## config.mk

```make
export PLATFORM = sky130hd
export DESIGN_NAME = neurram_spi_engine
export DESIGN_NICKNAME = d
export VERILOG_FILES = /design/src/rtl/neurram_spi_pkg.sv /design/src/rtl/neurram_spi_clkgen.sv /design/src/rtl/neurram_spi_engine.sv
export SDC_FILE = /design/constraint.sdc
export NUM_CORES = 2
export LEC_CHECK = 0
export ABC_AREA = 1
export BUFFER_PORTS_ARGS = -buffer_cell sky130_fd_sc_hd__buf_4
export CAP_MARGIN = 30
export CORE_MARGIN = 8
export CORE_UTILIZATION = 30
export DETAILED_ROUTE_END_ITERATION = 8
export PLACE_DENSITY = 0.47
export SYNTH_ARGS = -nofsm -noshare
export SYNTH_HDL_FRONTEND = slang
export SYNTH_SLANG_ARGS = --single-unit
```

## constraint.sdc

```tcl
create_clock -name clk -period 57.8 [get_ports clk]
set_input_delay 2.89 -clock clk [delete_from_list [all_inputs] [get_ports clk]]
set_output_delay 2.89 -clock clk [all_outputs]
set_load 0.02 [all_outputs]
```

## src/rtl/neurram_spi_pkg.sv

```systemverilog
// Shared FSM state encoding and image-geometry helpers for the NeuRRAM serial-chain engine.
package neurram_spi_pkg;

  typedef enum logic [2:0] {
    ST_IDLE     = 3'd0,
    ST_LOAD     = 3'd1,
    ST_SHIFT_LO = 3'd2,
    ST_SHIFT_HI = 3'd3,
    ST_UNLOAD   = 3'd4
  } state_t;

  // 32-bit words needed to hold one image across all lanes
  function automatic int calc_wpc(input int chain_len, input int lanes);
    return (chain_len * lanes) / 32;
  endfunction

  // Bits each lane contributes to one 32-bit word
  function automatic int calc_bpw(input int lanes);
    return 32 / lanes;
  endfunction

endpackage

```

## src/rtl/neurram_spi_clkgen.sv

```systemverilog
// Half-period counter: strobes phase_end on the last clk of each spi_clk half, toggles registered spi_clk.
// No backpressure; clr (idle/abort) or !en parks the counter and forces spi_clk low.
module neurram_spi_clkgen #(
  parameter int CLK_DIV = 1
) (
  input  logic clk,
  input  logic rst,
  input  logic clr,
  input  logic en,
  output logic phase_end,
  output logic spi_clk
);

  localparam int CW = (CLK_DIV > 1) ? $clog2(CLK_DIV) : 1;

  logic [CW-1:0] cnt;

  assign phase_end = en && !clr && (cnt == CW'(CLK_DIV - 1));

  always_ff @(posedge clk or posedge rst) begin
    if (rst) begin
      cnt     <= '0;
      spi_clk <= 1'b0;
    end else if (clr || !en) begin
      cnt     <= '0;
      spi_clk <= 1'b0;
    end else if (phase_end) begin
      cnt     <= '0;
      spi_clk <= ~spi_clk;
    end else begin
      cnt <= cnt + CW'(1);
    end
  end

endmodule

```

## src/rtl/neurram_spi_engine.sv

```systemverilog
// Multi-lane scan-chain controller: load images from in stream, shift on LANES lines, unload to out stream.
// One word/cycle on both streams with valid/ready stalls; NEURRAM_SPI_SNAPSHOT_EN adds the lane-0 snapshot port.
module neurram_spi_engine
  import neurram_spi_pkg::*;
#(
  parameter int LANES     = 2,
  parameter int CHAIN_LEN = 256,
  parameter int CLK_DIV   = 1
) (
  input  logic             clk,
  input  logic             rst,
  input  logic             start,
  input  logic             abort,
  input  logic             cfg_write,
  input  logic             cfg_read,
  input  logic [3:0]       shift_mult,
  input  logic [3:0]       in_steps,
  input  logic [3:0]       out_steps,
  output logic             busy,
  input  logic [31:0]      in_data,
  input  logic             in_valid,
  output logic             in_ready,
  output logic [31:0]      out_data,
  output logic             out_valid,
  input  logic             out_ready,
  output logic             spi_clk,
  output logic [LANES-1:0] shift_out,
  input  logic [LANES-1:0] shift_in
`ifdef NEURRAM_SPI_SNAPSHOT_EN
  ,
  output logic [CHAIN_LEN-1:0] snapshot
`endif
);

  localparam int WPC = calc_wpc(CHAIN_LEN, LANES);
  localparam int BPW = calc_bpw(LANES);
  localparam int WCW = $clog2(WPC + 1);
  localparam int BCW = $clog2(CHAIN_LEN * 15 + 1);
  localparam logic [CHAIN_LEN-1:0] LANE_MASK = CHAIN_LEN'({BPW{1'b1}});

  state_t               state;
  logic [WCW-1:0]       word_cnt;
  logic [BCW-1:0]       bit_cnt;
  logic [3:0]           in_cnt;
  logic [3:0]           out_cnt;
  logic [CHAIN_LEN-1:0] tx [LANES];
  logic [CHAIN_LEN-1:0] rx [LANES];

  logic [3:0]     mult_eff, in_eff, out_eff;
  logic [BCW-1:0] bit_last;
  logic [31:0]    word_off;
  logic           word_last, phase_end, shift_done, clk_clr, clk_en;
  logic [BPW-1:0] in_lane  [LANES];
  logic [BPW-1:0] out_lane [LANES];

  assign mult_eff  = (shift_mult == 4'd0) ? 4'd1 : shift_mult;
  assign in_eff    = (in_steps == 4'd0) ? 4'd1 : in_steps;
  assign out_eff   = (out_steps == 4'd0) ? 4'd1 : out_steps;
  assign bit_last  = BCW'(CHAIN_LEN) * BCW'(mult_eff) - BCW'(1);
  assign word_off  = 32'(word_cnt) * 32'(BPW);
  assign word_last = (word_cnt == WCW'(WPC - 1));

  assign busy      = (state != ST_IDLE);
  assign in_ready  = (state == ST_LOAD) && !abort;
  assign out_valid = (state == ST_UNLOAD) && !abort;

  assign clk_clr    = (state == ST_IDLE) || abort;
  assign clk_en     = (state == ST_SHIFT_LO) || (state == ST_SHIFT_HI);
  assign shift_done = !abort && (state == ST_SHIFT_HI) && phase_end && (bit_cnt == bit_last);

  neurram_spi_clkgen #(.CLK_DIV(CLK_DIV)) u_clkgen (
    .clk       (clk),
    .rst       (rst),
    .clr       (clk_clr),
    .en        (clk_en),
    .phase_end (phase_end),
    .spi_clk   (spi_clk)
  );

  // Word bit LANES*i+l <-> lane l, chain bit word_cnt*BPW+i
  for (genvar l = 0; l < LANES; l++) begin : g_lane
    logic [CHAIN_LEN-1:0] rx_word;
    assign rx_word      = rx[l] >> word_off;
    assign out_lane[l]  = (state == ST_UNLOAD) ? rx_word[BPW-1:0] : '0;
    assign shift_out[l] = tx[l][0];
    for (genvar i = 0; i < BPW; i++) begin : g_bit
      assign in_lane[l][i]        = in_data[LANES*i+l];
      assign out_data[LANES*i+l]  = out_lane[l][i];
    end
  end

  always_ff @(posedge clk or posedge rst) begin
    if (rst) begin
      state    <= ST_IDLE;
      word_cnt <= '0;
      bit_cnt  <= '0;
      in_cnt   <= '0;
      out_cnt  <= '0;
      for (int l = 0; l < LANES; l++) begin
        tx[l] <= '0;
        rx[l] <= '0;
      end
    end else if (abort) begin
      state <= ST_IDLE;
    end else begin
      case (state)
        ST_IDLE: begin
          if (start) begin
            state    <= cfg_write ? ST_LOAD : ST_SHIFT_LO;
            word_cnt <= '0;
            bit_cnt  <= '0;
            in_cnt   <= '0;
            out_cnt  <= '0;
          end
        end
        ST_LOAD: begin
          if (in_valid) begin
            for (int l = 0; l < LANES; l++)
              tx[l] <= (tx[l] & ~(LANE_MASK << word_off)) | (CHAIN_LEN'(in_lane[l]) << word_off);
            if (word_last) begin
              word_cnt <= '0;
              in_cnt   <= in_cnt + 4'd1;
              state    <= ST_SHIFT_LO;
            end else begin
              word_cnt <= word_cnt + WCW'(1);
            end
          end
        end
        ST_SHIFT_LO: begin
          if (phase_end) begin
            for (int l = 0; l < LANES; l++)
              rx[l] <= (rx[l] >> 1) | (CHAIN_LEN'(shift_in[l]) << (CHAIN_LEN - 1));
            state <= ST_SHIFT_HI;
          end
        end
        ST_SHIFT_HI: begin
          if (phase_end) begin
            for (int l = 0; l < LANES; l++)
              tx[l] <= tx[l] >> 1;
            if (bit_cnt == bit_last) begin
              bit_cnt <= '0;
              if (cfg_write && (in_cnt < in_eff)) state <= ST_LOAD;
              else if (cfg_read)                  state <= ST_UNLOAD;
              else                                state <= ST_IDLE;
            end else begin
              bit_cnt <= bit_cnt + BCW'(1);
              state   <= ST_SHIFT_LO;
            end
          end
        end
        ST_UNLOAD: begin
          if (out_ready) begin
            if (word_last) begin
              word_cnt <= '0;
              out_cnt  <= out_cnt + 4'd1;
              state    <= ((out_cnt + 4'd1) >= out_eff) ? ST_IDLE : ST_SHIFT_LO;
            end else begin
              word_cnt <= word_cnt + WCW'(1);
            end
          end
        end
        default: state <= ST_IDLE;
      endcase
    end
  end

`ifdef NEURRAM_SPI_SNAPSHOT_EN
  always_ff @(posedge clk or posedge rst) begin
    if (rst)             snapshot <= '0;
    else if (shift_done) snapshot <= rx[0];
  end
`else
  logic unused_shift_done;
  assign unused_shift_done = shift_done;
`endif

endmodule

```

Yosys cells after proc, flatten, opt, wreduce, memory -nomap -nowiden
Cells that the tools add are included.

storage, ports and cells
  word-level logic and storage cells = 124
  register bits = 1054
  output and inout bits = 38
  input bits = 54

operators by class
  reductions and logical operators = 29
  eq/ne operators = 19
  $lt $le $gt $ge = 2
  multiplexer cells = 42
  shift operators = 5
  add/subtract/negate cells = 6
  bitwise logic cells = 10

operator list
  operator                count
  $mux 512                2
  $pmux 512 s2            1
  $and 256x256->256       2
  $or 255x256->256        2
  $or 256x256->256        2
  $shl 16x9->256          2
  $shr 256x9->16          2
  $not 256->256           1
  $shl 16x9->256 const A  1
  $mux 12                 3
  $mux 3                  11
  $mux 16                 2
  $mux 4                  8
  $pmux 12 s2             1
  $ne 3x3->1 const B      7
  $mux 5                  4
  $pmux 4 s2              2
  $pmux 3 s5              1
  $pmux 5 s3              1
  $reduce_and 5->1        3
  $add 12x1->12 const B   1
  $eq 12x12->1            1
  $logic_not 4->1         3
  $ne 2x2->1 const B      6
  22 further kinds        44

Logic depth before layout (Yosys ltp)
  depth after elaboration = 9
  depth in mapped cells = 12
  depth with buffers taken out = 11

Hierarchy
A second synthesis with hierarchy kept.

unflattened totals
  cells, all modules = 6227
  area total of the unflattened synthesis = 51612.0 um^2

modules (own cells, without submodules)
  module              cells each  times used  area an instance (um^2)
  neurram_spi_engine  6214        1           51518.2
  neurram_spi_clkgen  13          1           93.8

Least setup slack after synthesis
Ideal clock, no wire load.

  path kind = input to output
  from = in abort
  to = out in_ready
  slack = 51727 ps
  cell stages on the path = 1
  data required time = 54910 ps
  data arrival time = 3183 ps
  cells stage by stage = nor2_1

between the ends
  cells in the longest elaborated chain, start to end = 2

RTL lines
  element            line                      text
  from (decl)        neurram_spi_engine.sv:13  input logic abort,
  $logic_not 1->1    --
  $logic_and 1x1->1  neurram_spi_engine.sv:64  assign in_ready = (state == ST_LOAD) && !abort;
  to (decl)          neurram_spi_engine.sv:22  output logic in_ready,

No other way between the ends.

Final worst setup path
  from = reg word_cnt[1]
  to = out out_data[26]

between the ends
  cells in the longest elaborated chain, start to end = 2

RTL lines
  element                 line                       text
  from (decl)             neurram_spi_engine.sv:42   logic [WCW-1:0] word_cnt;
  from (signal assigned)  neurram_spi_engine.sv:125  word_cnt <= word_cnt + WCW'(1);
  from (signal assigned)  neurram_spi_engine.sv:158  word_cnt <= word_cnt + WCW'(1);
  $shr 256x9->16          neurram_spi_engine.sv:83   assign rx_word = rx[l] >> word_off;
  $mux 16                 neurram_spi_engine.sv:84   assign out_lane[l] = (state == ST_UNLOAD) ? rx_word[BPW-1:0] : '0;
  to (decl)               neurram_spi_engine.sv:23   output logic [31:0] out_data,

No other way between the ends.

==> impl_metrics.json <==
{
  "r2r-start": "state[2]",
  "htree_num_levels": 3,
  "die_y_um": 439,
  "cts_tree": "done",
  "skew_ps": 21.1,
  "crit_slowest_cell": "dfrtp_4",
  "p_per_area_mw_per_mm2": 39.7,
  "drive_gt1_frac": 0.148,
  "cts_inserted_buffers": 118,
  "die_area_mm2": 0.193,
  "max_cap_violations": 0,
  "hp-class": "reg2reg",
  "path_common_cell": "buf_4",
  "start_kind": "register",
  "drt-initial-drc-count": 3482,
  "clock.fmax_mhz": 122,
  "setup_viol_count_final": 0,
  "synthMuxAreaShare": 0.0672,
  "place_congestion": 0.749,
  "slew_viol_final": 0,
  "cts_resized": 0,
  "rows": 155,
  "drcViolationCount": 0,
  "synth_compound_area_frac": 0.207,
  "tightest_slew_ps": 1430,
  "syn_avg_cell_area_um2": 8.89,
  "worstSetupPathType": "reg2out",
  "worstHoldEndpoint": "tx[420]",
  "avgRoutedWirePerCell_um": 19.7,
  "fin_ws_ps": 49620,
  "synth_top_cell_area_share": 0.492,
  "die_w_um": 439,
  "tns_ps": 0,
  "synth_top_cell_by_area": "dfrtp_1",
  "synth_adder_area_share": 0.00373,
  "rsz0062_at_grt": "false",
  "synthArstFlopShare": 1.00,
  "synth_xor_area_frac": 0.00278,
  "ys_ff_latch": 1054,
  "num_io_pins": 92,
  "hold_buffers": 0,
  "grt_pass1_vias": 42871,
  "multiInputGateArea_mm2": 0.0229,
  "final-hold-violation-count": 0,
  "clockBufferDepth": 3,
  "synth.yosys.seq_area_share": 0.492,
  "vias": 43299,
  "nNetsFinal": 5875,
  "dp_hpwl_um": 93600,
  "regArea_mm2": 0.0264,
  "ys_warn_count": 0,
  "synth_cells": 6034,
  "max-vdd-ir-drop_uv": 25.5,
  "hold_depth": 2,
  "grt_max_degree": 250,
  "maxSlewHeadroom": 0.0489,
  "min_period_ps": 8180,
  "r2r_cells": 10,
  "synth_cell_types": 44,
  "cts_setup_buffers": 0,
  "drt-total-wl_um": 162000,
  "syn_nets": 6104,
  "vias_per_cell": 5.25,
  "grt_overflow_total": 0,
  "grt_pass1_wl_um": 257000,
  "cp_max_fo": 69,
  "clock_latency_ps": 740,
  "core_mm2": 0.178,
  "timing.final.crit_share": 0.142,
  "reg2reg_slack_ps": 51580,
  "synth_common_cells": "1054 x dfrtp_1, 873 x o21ai_0, 747 x nand2_1",
  "yosys.area_share.simple": 0.143,
  "synth_area_leaders": "dfrtp_1 49%, o21ai_0 8.1%, mux2_2 6.7%, nand2_1 5.2%, inv_1 4.0%",
  "ant_nets": 0,
  "worstHoldStart": "tx[420]",
  "antenna_found_initial": 2,
  "synth_top_family_by_area": "compound AO/OA/AOI/OAI gates",
  "slowest_delay_ps": 1080,
  "place_ws_ps": 49030,
  "yosysMostFrequentCell": "dfrtp_1",
  "port_buffers": 91,
  "rr_endpoint": "rx[207]",
  "crit_path_end_kind": "output port",
  "path_clk_slew_ps": 60,
  "fillers": 18506,
  "numClockSinks": 1054,
  "worstPathArrival_ps": 5290,
  "leakage_nw": 26.0,
  "area_growth_pct": 11.3,
  "dr.pass1.iters": 6,
  "crit_path_cell_trace": "buf_4 -> inv_2 -> nand2_4 -> buf_4 -> o21ai_0 -> o21ai_0 -> nand3_1 -> nor2_1 -> buf_4",
  "synth_flop_cell": "dfrtp_1",
  "grt_usage": 0.164,
  "cp.required_ps": 54910,
  "clock-root-buffer": "clkbuf_16",
  "run_status": "completed",
  "start_util": 0.301,
  "syn_area_mm2": 0.0536,
  "synth_edf_count": 0
}
## critical path: cells and delay by family, from the launching register on
kind            cells  cell delay [ps]
buf+inv             4             1930
flops               1             1080
simple gates        3              850
compound gates      2              530
## power by group
part	leakage [nW]	internal, mW	switching [mW]	total (mW)
clock network	1.89	0.426	0.323	0.749
logic	10.1	0.203	0.418	0.621
registers	14.0	0.897	0.101	0.998
## routing by layer
layer / global-route usage / routed length [um] / vias up
li1: - / - / 20504
met1: 0.228 / 75400 / 21670
met2: 0.266 / 74700 / 898
met3: 0.0272 / 7590 / 227
met4: 0.0440 / 4510 / 0
met5: 0 / 0 / -
## registers in the layout, summed over array words and instances, names as in the netlist
signal,count
u_clkgen.spi_clk,1
in_cnt,4
rx,512
word_cnt,5
tx,510
state,3
shift_out,2
out_cnt,4
bit_cnt,12
u_clkgen.cnt,1
## placed cells by master, fill, tap and decap left out, types with 5 or more instances in the layout
| cell | instances |
|---|---|
| nor2_4 | 8 |
| ha_1 | 16 |
| clkinv_2 | 21 |
| xor2_1 | 12 |
| o22ai_1 | 157 |
| nand4_1 | 74 |
| nand2_1 | 742 |
| clkbuf_1 | 25 |
| o211ai_1 | 31 |
| nand3_1 | 407 |
| mux2_2 | 319 |
| nor3_1 | 130 |
| nor2_1 | 407 |
| inv_2 | 7 |
| o21ai_0 | 873 |
| dfrtp_1 | 1052 |
| nand2_4 | 5 |
| o31ai_1 | 5 |
| o21ai_1 | 273 |
| xnor2_1 | 5 |
| o221ai_1 | 170 |
| buf_12 | 5 |
| nor2_2 | 8 |
| inv_1 | 567 |
| o221ai_2 | 140 |
| a211oi_1 | 32 |
| clkbuf_16 | 119 |
| clkbuf_8 | 35 |
| a21oi_2 | 5 |
| buf_16 | 6 |
| a21oi_1 | 41 |
| buf_4 | 159 |
## cell type report
class	count	area share
clock inverter	31	0.00415
multi-input combinational	3878	0.383
sequential	1054	0.442
timing repair buffer	170	0.0244
tap	2355	0.0494
antenna	1	0.0000419
inverter	583	0.0375
clock buffer	179	0.0595
## how the worst max path moves through the flow
stage                start  depth (start not counted)  slack, ps           end
3_5_place_dp         abort                         11      49030        rx[92]
6_report       word_cnt[1]                          9      49620  out_data[26]
5_1_grt        word_cnt[1]                          9      49290  out_data[26]
2_1_floorplan          rst                          1      25240    bit_cnt[0]
4_1_cts        word_cnt[1]                          9      49490  out_data[26]
3_3_place_gp         abort                         11      49000        rx[42]
## per-stage QoR
stage | total power, mW | hold WS, ps | std cells | utilization | area [um2]
after CTS | 2.39 | 484 | 8246 | 0.335 | 59600
after global routing | 2.52 | 495 | 8251 | 0.335 | 59700
after floorplan | 1.46 | 452 | 6034 | - | 53600
after detailed placement | 1.63 | 469 | 8036 | 0.313 | 55800
after global placement | 1.62 | 464 | 8032 | 0.313 | 55700
final | 2.37 | 480 | 8251 | 0.335 | 59700
## cell families after synthesis
| family | after synthesis |
|---|---|
| other | 1 |
| adder cells (fa/ha/maj) | 16 |
| AO/OA/AOI/OAI | 1732 |
| flip-flops | 1054 |
| AND/OR/NAND/NOR | 1792 |
| multiplexers | 320 |
| buffers and inverters | 1102 |
| XOR/XNOR | 17 |
No activity file was read; power rests on OpenSTA's default activity.
